$ cat src/rtl/stop_watch_pkg.sv
// Shared types and constants for the BCD stopwatch family (countdown and up-counting variants).
package stop_watch_pkg;

    localparam logic [1:0] ST_IDLE  = 2'd0;
    localparam logic [1:0] ST_RUN   = 2'd1;
    localparam logic [1:0] ST_PAUSE = 2'd2;
    localparam logic [1:0] ST_DONE  = 2'd3;

    localparam logic [3:0] BCD_MAX = 4'd9;

    localparam int DVSR_DEFAULT  = 32'd5000000;
    localparam int CNT_W_DEFAULT = 32'd23;

    typedef enum logic [1:0] {
        S_IDLE  = ST_IDLE,
        S_RUN   = ST_RUN,
        S_PAUSE = ST_PAUSE,
        S_DONE  = ST_DONE
    } state_t;

    // Three BCD digits: tens of seconds, seconds, tenths.
    typedef struct packed {
        logic [3:0] d2;
        logic [3:0] d1;
        logic [3:0] d0;
    } bcd3_t;

    localparam bcd3_t BCD3_ZERO = '{d2: 4'd0, d1: 4'd0, d0: 4'd0};
    localparam bcd3_t BCD3_ONE  = '{d2: 4'd0, d1: 4'd0, d0: 4'd1};

    function automatic logic [3:0] bcd_clamp(input logic [3:0] digit);
        return (digit > BCD_MAX) ? BCD_MAX : digit;
    endfunction

endpackage

$ cat src/rtl/stop_watch_down_if.sv
// Control/display bundle between a stopwatch and its controller (buttons or FSM) and display mux.
interface stop_watch_down_if;

    logic       clr;
    logic       load;
    logic       go;
    logic [3:0] p2;
    logic [3:0] p1;
    logic [3:0] p0;
    logic [3:0] d2;
    logic [3:0] d1;
    logic [3:0] d0;
    logic       run;
    logic       done;
    logic       expired;

    modport master (
        output clr, load, go, p2, p1, p0,
        input  d2, d1, d0, run, done, expired
    );

    modport slave (
        input  clr, load, go, p2, p1, p0,
        output d2, d1, d0, run, done, expired
    );

endinterface

$ cat src/rtl/tick_gen.sv
// Mod-DVSR prescaler: counts only while enabled, holds otherwise, strobes tick on the last count.
module tick_gen
    import stop_watch_pkg::*;
#(
    parameter int DVSR  = DVSR_DEFAULT,
    parameter int CNT_W = CNT_W_DEFAULT
) (
    input  logic clk,
    input  logic reset,
    input  logic en,
    input  logic clr,
    output logic tick
);

    localparam logic [CNT_W-1:0] LAST_CNT = CNT_W'(DVSR - 1);
    localparam logic [CNT_W-1:0] ONE_CNT  = CNT_W'(1);

    logic [CNT_W-1:0] cnt_r;

    assign tick = en && (cnt_r == LAST_CNT);

    // Prescaler register: sync clear wins, wrap on tick, hold while disabled.
    always_ff @(posedge clk or posedge reset) begin
        if (reset) begin
            cnt_r <= '0;
        end else if (clr) begin
            cnt_r <= '0;
        end else if (tick) begin
            cnt_r <= '0;
        end else if (en) begin
            cnt_r <= cnt_r + ONE_CNT;
        end else begin
            cnt_r <= cnt_r;
        end
    end

endmodule

$ cat src/rtl/stop_watch_down.sv
// 3-digit BCD countdown timer (99.9 s .. 00.0) with preset load, pause and expiry flag.
// Optional STOP_WATCH_DOWN_AUTO_RELOAD_EN: reload from preset instead of stopping at 000.
module stop_watch_down
    import stop_watch_pkg::*;
#(
    parameter int DVSR  = DVSR_DEFAULT,
    parameter int CNT_W = CNT_W_DEFAULT
) (
    input  logic               clk,
    input  logic               reset,
    stop_watch_down_if.slave   bus
);

    state_t state_r;
    state_t state_nx_s;
    bcd3_t  cnt_r;
    bcd3_t  cnt_nx_s;
    bcd3_t  preset_r;
    bcd3_t  preset_nx_s;
    bcd3_t  dec_s;
    bcd3_t  load_val_s;
    logic   run_r;
    logic   done_r;
    logic   expired_r;
    logic   expired_nx_s;
    logic   tick_s;
    logic   is_zero_s;
    logic   last_step_s;
    logic   reload_s;
    logic   pre_clr_s;

    assign load_val_s  = '{d2: bcd_clamp(bus.p2), d1: bcd_clamp(bus.p1), d0: bcd_clamp(bus.p0)};
    assign is_zero_s   = (cnt_r == BCD3_ZERO);
    assign last_step_s = tick_s && (cnt_r == BCD3_ONE);

`ifdef STOP_WATCH_DOWN_AUTO_RELOAD_EN
    // An all-zero preset would reload into 000, so it falls back to single-shot.
    assign reload_s = last_step_s && (preset_r != BCD3_ZERO);
`else
    assign reload_s = 1'b0;
`endif

    assign pre_clr_s = bus.clr || bus.load || (last_step_s && !reload_s);

    tick_gen #(
        .DVSR  (DVSR),
        .CNT_W (CNT_W)
    ) u_tick_gen (
        .clk   (clk),
        .reset (reset),
        .en    (state_r == S_RUN),
        .clr   (pre_clr_s),
        .tick  (tick_s)
    );

    // BCD borrow chain; 000 never reaches here because it leaves RUN first.
    always_comb begin
        dec_s = cnt_r;
        if (cnt_r.d0 != 4'd0) begin
            dec_s.d0 = cnt_r.d0 - 4'd1;
        end else begin
            dec_s.d0 = BCD_MAX;
            if (cnt_r.d1 != 4'd0) begin
                dec_s.d1 = cnt_r.d1 - 4'd1;
            end else begin
                dec_s.d1 = BCD_MAX;
                dec_s.d2 = cnt_r.d2 - 4'd1;
            end
        end
    end

    // Next-state/count logic with priority clr > load > go/tick.
    always_comb begin
        state_nx_s   = state_r;
        cnt_nx_s     = cnt_r;
        preset_nx_s  = preset_r;
        expired_nx_s = 1'b0;
        if (bus.clr) begin
            cnt_nx_s   = BCD3_ZERO;
            state_nx_s = S_IDLE;
        end else if (bus.load) begin
            cnt_nx_s    = load_val_s;
            preset_nx_s = load_val_s;
            state_nx_s  = S_IDLE;
        end else begin
            case (state_r)
                S_IDLE: begin
                    if (bus.go && !is_zero_s) begin
                        state_nx_s = S_RUN;
                    end else begin
                        state_nx_s = S_IDLE;
                    end
                end
                S_RUN: begin
                    if (reload_s) begin
                        cnt_nx_s     = preset_r;
                        expired_nx_s = 1'b1;
                    end else if (last_step_s) begin
                        cnt_nx_s     = BCD3_ZERO;
                        expired_nx_s = 1'b1;
                    end else if (tick_s) begin
                        cnt_nx_s = dec_s;
                    end else begin
                        cnt_nx_s = cnt_r;
                    end
                    if (last_step_s && !reload_s) begin
                        state_nx_s = S_DONE;
                    end else if (!bus.go) begin
                        state_nx_s = S_PAUSE;
                    end else begin
                        state_nx_s = S_RUN;
                    end
                end
                S_PAUSE: begin
                    if (bus.go) begin
                        state_nx_s = S_RUN;
                    end else begin
                        state_nx_s = S_PAUSE;
                    end
                end
                S_DONE: begin
                    state_nx_s = S_DONE;
                end
                default: begin
                    state_nx_s = S_IDLE;
                    cnt_nx_s   = BCD3_ZERO;
                end
            endcase
        end
    end

    // State, count, preset and registered status outputs.
    always_ff @(posedge clk or posedge reset) begin
        if (reset) begin
            state_r   <= S_IDLE;
            cnt_r     <= BCD3_ZERO;
            preset_r  <= BCD3_ZERO;
            run_r     <= 1'b0;
            done_r    <= 1'b0;
            expired_r <= 1'b0;
        end else begin
            state_r   <= state_nx_s;
            cnt_r     <= cnt_nx_s;
            preset_r  <= preset_nx_s;
            run_r     <= (state_nx_s == S_RUN);
            done_r    <= (state_nx_s == S_DONE);
            expired_r <= expired_nx_s;
        end
    end

    assign bus.d2      = cnt_r.d2;
    assign bus.d1      = cnt_r.d1;
    assign bus.d0      = cnt_r.d0;
    assign bus.run     = run_r;
    assign bus.done    = done_r;
    assign bus.expired = expired_r;

endmodule
$ cat src/flat_wrapper.sv
// flat-port wrapper written by rule: the top's interface ports become plain ports
module stop_watch_down_flat import stop_watch_pkg::*;
#(
    parameter int DVSR  = DVSR_DEFAULT,
    parameter int CNT_W = CNT_W_DEFAULT
)
  (clk, reset, bus_clr, bus_load, bus_go, bus_p2, bus_p1, bus_p0, bus_d2, bus_d1, bus_d0, bus_run, bus_done, bus_expired);
  stop_watch_down_if bus_i ();
  input  logic clk;
  input  logic reset;
  input wire logic [$bits(bus_i.clr)-1:0] bus_clr;
  input wire logic [$bits(bus_i.load)-1:0] bus_load;
  input wire logic [$bits(bus_i.go)-1:0] bus_go;
  input wire logic [$bits(bus_i.p2)-1:0] bus_p2;
  input wire logic [$bits(bus_i.p1)-1:0] bus_p1;
  input wire logic [$bits(bus_i.p0)-1:0] bus_p0;
  output wire logic [$bits(bus_i.d2)-1:0] bus_d2;
  output wire logic [$bits(bus_i.d1)-1:0] bus_d1;
  output wire logic [$bits(bus_i.d0)-1:0] bus_d0;
  output wire logic [$bits(bus_i.run)-1:0] bus_run;
  output wire logic [$bits(bus_i.done)-1:0] bus_done;
  output wire logic [$bits(bus_i.expired)-1:0] bus_expired;
  assign bus_i.clr = bus_clr;
  assign bus_i.load = bus_load;
  assign bus_i.go = bus_go;
  assign bus_i.p2 = bus_p2;
  assign bus_i.p1 = bus_p1;
  assign bus_i.p0 = bus_p0;
  assign bus_d2 = bus_i.d2;
  assign bus_d1 = bus_i.d1;
  assign bus_d0 = bus_i.d0;
  assign bus_run = bus_i.run;
  assign bus_done = bus_i.done;
  assign bus_expired = bus_i.expired;
  stop_watch_down #(.DVSR(DVSR), .CNT_W(CNT_W)) u_core (.clk(clk), .reset(reset), .bus(bus_i));
endmodule
$ cat config.mk
export PLATFORM = sky130hd
export DESIGN_NAME = stop_watch_down_flat
export DESIGN_NICKNAME = d
export VERILOG_FILES = /design/src/rtl/stop_watch_pkg.sv /design/src/rtl/stop_watch_down_if.sv /design/src/rtl/tick_gen.sv /design/src/rtl/stop_watch_down.sv /design/src/flat_wrapper.sv
export SDC_FILE = /design/constraint.sdc
export NUM_CORES = 1
export LEC_CHECK = 0
export ABC_AREA = 1
export CORE_ASPECT_RATIO = 0.9
export CORE_MARGIN = 1.5
export CORE_UTILIZATION = 51
export DETAILED_ROUTE_END_ITERATION = 8
export HOLD_SLACK_MARGIN = 0.08
export PLACE_DENSITY_LB_ADDON = 0.15
export RECOVER_POWER = 50
export SETUP_SLACK_MARGIN = 0.2
export SLEW_MARGIN = 20
export SYNTH_ARGS = -nofsm -noshare
export SYNTH_HDL_FRONTEND = slang
export SYNTH_HIERARCHICAL = 1
export SYNTH_SLANG_ARGS = --single-unit
$ cat constraint.sdc
create_clock -name clk -period 2.17 [get_ports clk]
set_clock_uncertainty 0.1 [all_clocks]
set_input_delay 0.434 -clock clk [delete_from_list [all_inputs] [get_ports clk]]
set_output_delay 0.434 -clock clk [all_outputs]
set_load 0.01 [all_outputs]
==> results.ini, run 1 <==
[run_status]
status=finished clean

[flow_run]
cap_violations=0

[global_route]
gr-total-overflow=0
grt_pass1_wl_um=11300
grt_pass1_vias=2627
track_usage_pct=24.76
grt_max_degree=24
antenna_found_initial=0

[placement]
hpwlAfterDp_um=5040
place_ws_ns=-0.09007
place.port_buffers=31
place.gp.congestion=0.8749

[synthesis]
synth_area_um2=2791
synth.top_cell.area_share_pct=35.86
synth_common_cells=nand2_1 (99), nor2_1 (52), dfrtp_1 (40), inv_1 (40), nand3_1 (28)
synth-async-reset-ratio_pct=100.0
synth.net_count=410
synth_cell_types=36
synth_ff_type=dfrtp_1
synth_largest_area_cell=dfrtp_1
syn_inst=387
seq_area_frac_synth_pct=35.86
yosys_warnings=6
synthTopCellsByArea=dfrtp_1 (36%), nand2_1 (13%), nor2_1 (7.0%)
synth_area_per_cell_um2=7.213
synth.most_common_cell=nand2_1
synth_edf_count=0
ys_ff_latch=40

[worst_setup_path]
crit_top_cell=nor2_4
critical_path_class=flip-flop to flip-flop
path_delay_family=simple AND/OR/NAND/NOR gates
r2r_setup_slack_ns=0.05
critPathArrivalTime_ns=2.26
r2r_cells=17
endpoint_kind=flip-flop
critPathSlowestCell=dfrtp_1
crit_path_cell_trace=ha_2, nand3_2, nor2_2, nand2_2, nor2_4, nand2_2, nor2_4, nand3_4, nand2_4, nor2_4, inv_4, nand3_4, nor2_4, nand2_1, nand2_1, nand2_1, nor2_2
required_ns=2.31
cp_max_fo=8
worst_setup_path_start_kind=flip-flop
slowest_delay_ns=0.36
cp_num_buf_inv=1
timing.rr.start=u_core/u_tick_gen/cnt_r[1]$_DFFE_PP0P_
r2r-end=u_core/u_tick_gen/cnt_r[15]$_DFFE_PP0P_

[routing]
ant_nets=0
dr.pass1.iters=5
vias_per_cell=5.255
drc=0
wl_um=7491
vias=2880
wl_per_cell_um=13.67
drtIter0Drc=218

[power]
ir_drop_mv=0.3736
power.total_mw=1.852
leakagePower_nw=1.767
power_per_cell_area_nw_per_um2=476.2

[timing]
max-slew-margin-rel_pct=36.50
finalSetupViolations=0
fin_ws_ns=0.05285
slew_violations=0
fmax_mhz=472.3
period_share_pct=97.56
tns_ns=0
min_period_ns=2.117
rsz0062_at_grt=true
worst_slew_pin_slew_ns=0.9525
hold_viol=0

[cells_and_area]
final_util_pct=74.00
drive_above_1_share_pct=32.85
layout.nets=503
fillers=417
diodes=0
syn_to_final_growth_pct=39.31

[floorplan]
start_util_pct=53.12
io_pins=32
coreArea_um2=5255
dieArea_um2=5927
row_count=25
die_w_um=80.99
die_h_um=73.19

[clock_network]
cts_hold_buffers=0
cts_buffers=5
cts_num_sinks=40
clk_latency_ns=0.31
cts_max_path_buffers=2
tritoncts=done
ctsHtreeMaxLevel=2
clkSlewWorstSetupHoldPaths_ns=0.09
clockRootBuffer=clkbuf_8

[hold_path]
holdCritPathClass=flip-flop to flip-flop
min_from=u_core/bus.d1[0]$_DFFE_PP0P_
hold_depth=2
holdPathEnd=u_core/bus.d1[0]$_DFFE_PP0P_

what timing repair did:
action	CTS	global route
setup endpoints to repair	37	39
setup buffers	9	18
gates resized for setup	15	32
pin swaps	12	18
cells in the final DEF (no fill, tap or decap), drive strengths merged, types with 7 or more instances in the layout:
master         netlist  final
clkdlybuf4s50        0     24
inv                 53     53
buf                  4     57
nand2              112    112
clkbuf               0      8
nor2                70     70
nand3               34     34
dfrtp               40     40
a21oi                8      8
dlygate4sd3          0      7
o21ai               21     21
nand4                8      8
where the power goes:
group	switching, mW	leakage, nW	internal [mW]
combinational	0.281	1.17	0.223
sequential	0.0375	0.547	0.780
clock	0.276	0.0510	0.254
total	0.595	1.77	1.26
worst max path at each step:
stage,from,end,slack [ns],cells after the start
floorplan,u_core/u_tick_gen/cnt_r[0]$_DFFE_PP0P_,u_core/u_tick_gen/cnt_r[15]$_DFFE_PP0P_,0.03,17
global placement,u_core/u_tick_gen/cnt_r[9]$_DFFE_PP0P_,u_core/u_tick_gen/cnt_r[14]$_DFFE_PP0P_,-0.05,14
detailed placement,u_core/u_tick_gen/cnt_r[9]$_DFFE_PP0P_,u_core/u_tick_gen/cnt_r[15]$_DFFE_PP0P_,-0.09,16
CTS,u_core/u_tick_gen/cnt_r[21]$_DFFE_PP0P_,u_core/u_tick_gen/cnt_r[15]$_DFFE_PP0P_,0.07,17
global route,u_core/u_tick_gen/cnt_r[1]$_DFFE_PP0P_,u_core/u_tick_gen/cnt_r[15]$_DFFE_PP0P_,-0.09,17
finish,u_core/u_tick_gen/cnt_r[1]$_DFFE_PP0P_,u_core/u_tick_gen/cnt_r[15]$_DFFE_PP0P_,0.05,17
through the flow:
stage | instances | area (um2) | hold WS, ns
5_1_grt | 548 | 3889 | 0.4904
2_1_floorplan | 387 | 2816 | 0.2601
6_report | 548 | 3889 | 0.4359
4_1_cts | 530 | 3617 | 0.3791
3_3_place_gp | 513 | 3416 | 0.4174
3_5_place_dp | 513 | 3416 | 0.4195
metal layers:
layer | part of all wire [%] | vias up | global-route usage, %
li1 | - | 1419 | -
met1 | 41 | 1361 | 29.82
met2 | 53 | 83 | 45.19
met3 | 3.4 | 17 | 3.500
met4 | 2.4 | 0 | 7.854
met5 | 0 | - | 0
state kept, by name, summed over array words and instances, names as in the netlist:
signal	count
u_core/bus.d1	4
u_core/u_tick_gen/cnt_r	23
u_core/bus.d0	4
u_core/bus.d2	4
u_core/bus.done	1
u_core/bus.expired	1
u_core/state_r	2
u_core/bus.run	1
cell type report:
cell class	instances	area [um2]	share of cell area, %
clock buffer	6	82.58	2.124
multi-input combinational	290	1734	44.59
sequential	40	1001	25.74
tap	67	83.83	2.156
timing repair buffer	90	770.7	19.82
inverter	53	206.4	5.309
clock inverter	2	10.01	0.2574
kinds of logic (layout without fill, tap and decap cells):
family / count (synthesis) / in the layout / share of synthesized area (%)
xor+xnor: 11 / 11 / 3.451
fa+ha+maj: 6 / 6 / 2.689
simple gates: 237 / 237 / 41.87
compound gates: 36 / 36 / 7.575
buf+inv: 57 / 151 / 8.561
flops: 40 / 40 / 35.86
worst register-to-register path, cell delays in order (launching register included):
cell and delay, ns:
dfrtp_1 0.36, ha_2 0.19, nand3_2 0.11, nor2_2 0.15, nand2_2 0.08, nor2_4 0.09
nand2_2 0.07, nor2_4 0.11, nand3_4 0.08, nand2_4 0.08, nor2_4 0.06, inv_4 0.10
nand3_4 0.10, nor2_4 0.11, nand2_1 0.06, nand2_1 0.05, nand2_1 0.05, nor2_2 0.09
No activity file was read; power rests on OpenSTA's default activity.
==> inputs of run 2 (changes only) <==
--- a/config.mk
+++ b/config.mk
@@ -9,12 +9,12 @@
 export CORE_ASPECT_RATIO = 0.9
 export CORE_MARGIN = 1.5
 export CORE_UTILIZATION = 51
+export CTS_CLUSTER_DIAMETER = 60
 export DETAILED_ROUTE_END_ITERATION = 8
 export HOLD_SLACK_MARGIN = 0.08
 export PLACE_DENSITY_LB_ADDON = 0.15
 export RECOVER_POWER = 50
 export SETUP_SLACK_MARGIN = 0.2
-export SLEW_MARGIN = 20
 export SYNTH_ARGS = -nofsm -noshare
 export SYNTH_HDL_FRONTEND = slang
 export SYNTH_HIERARCHICAL = 1
==> results of run 2 <==
The final DEF is identical to that of run 1; final timing and power are the same.
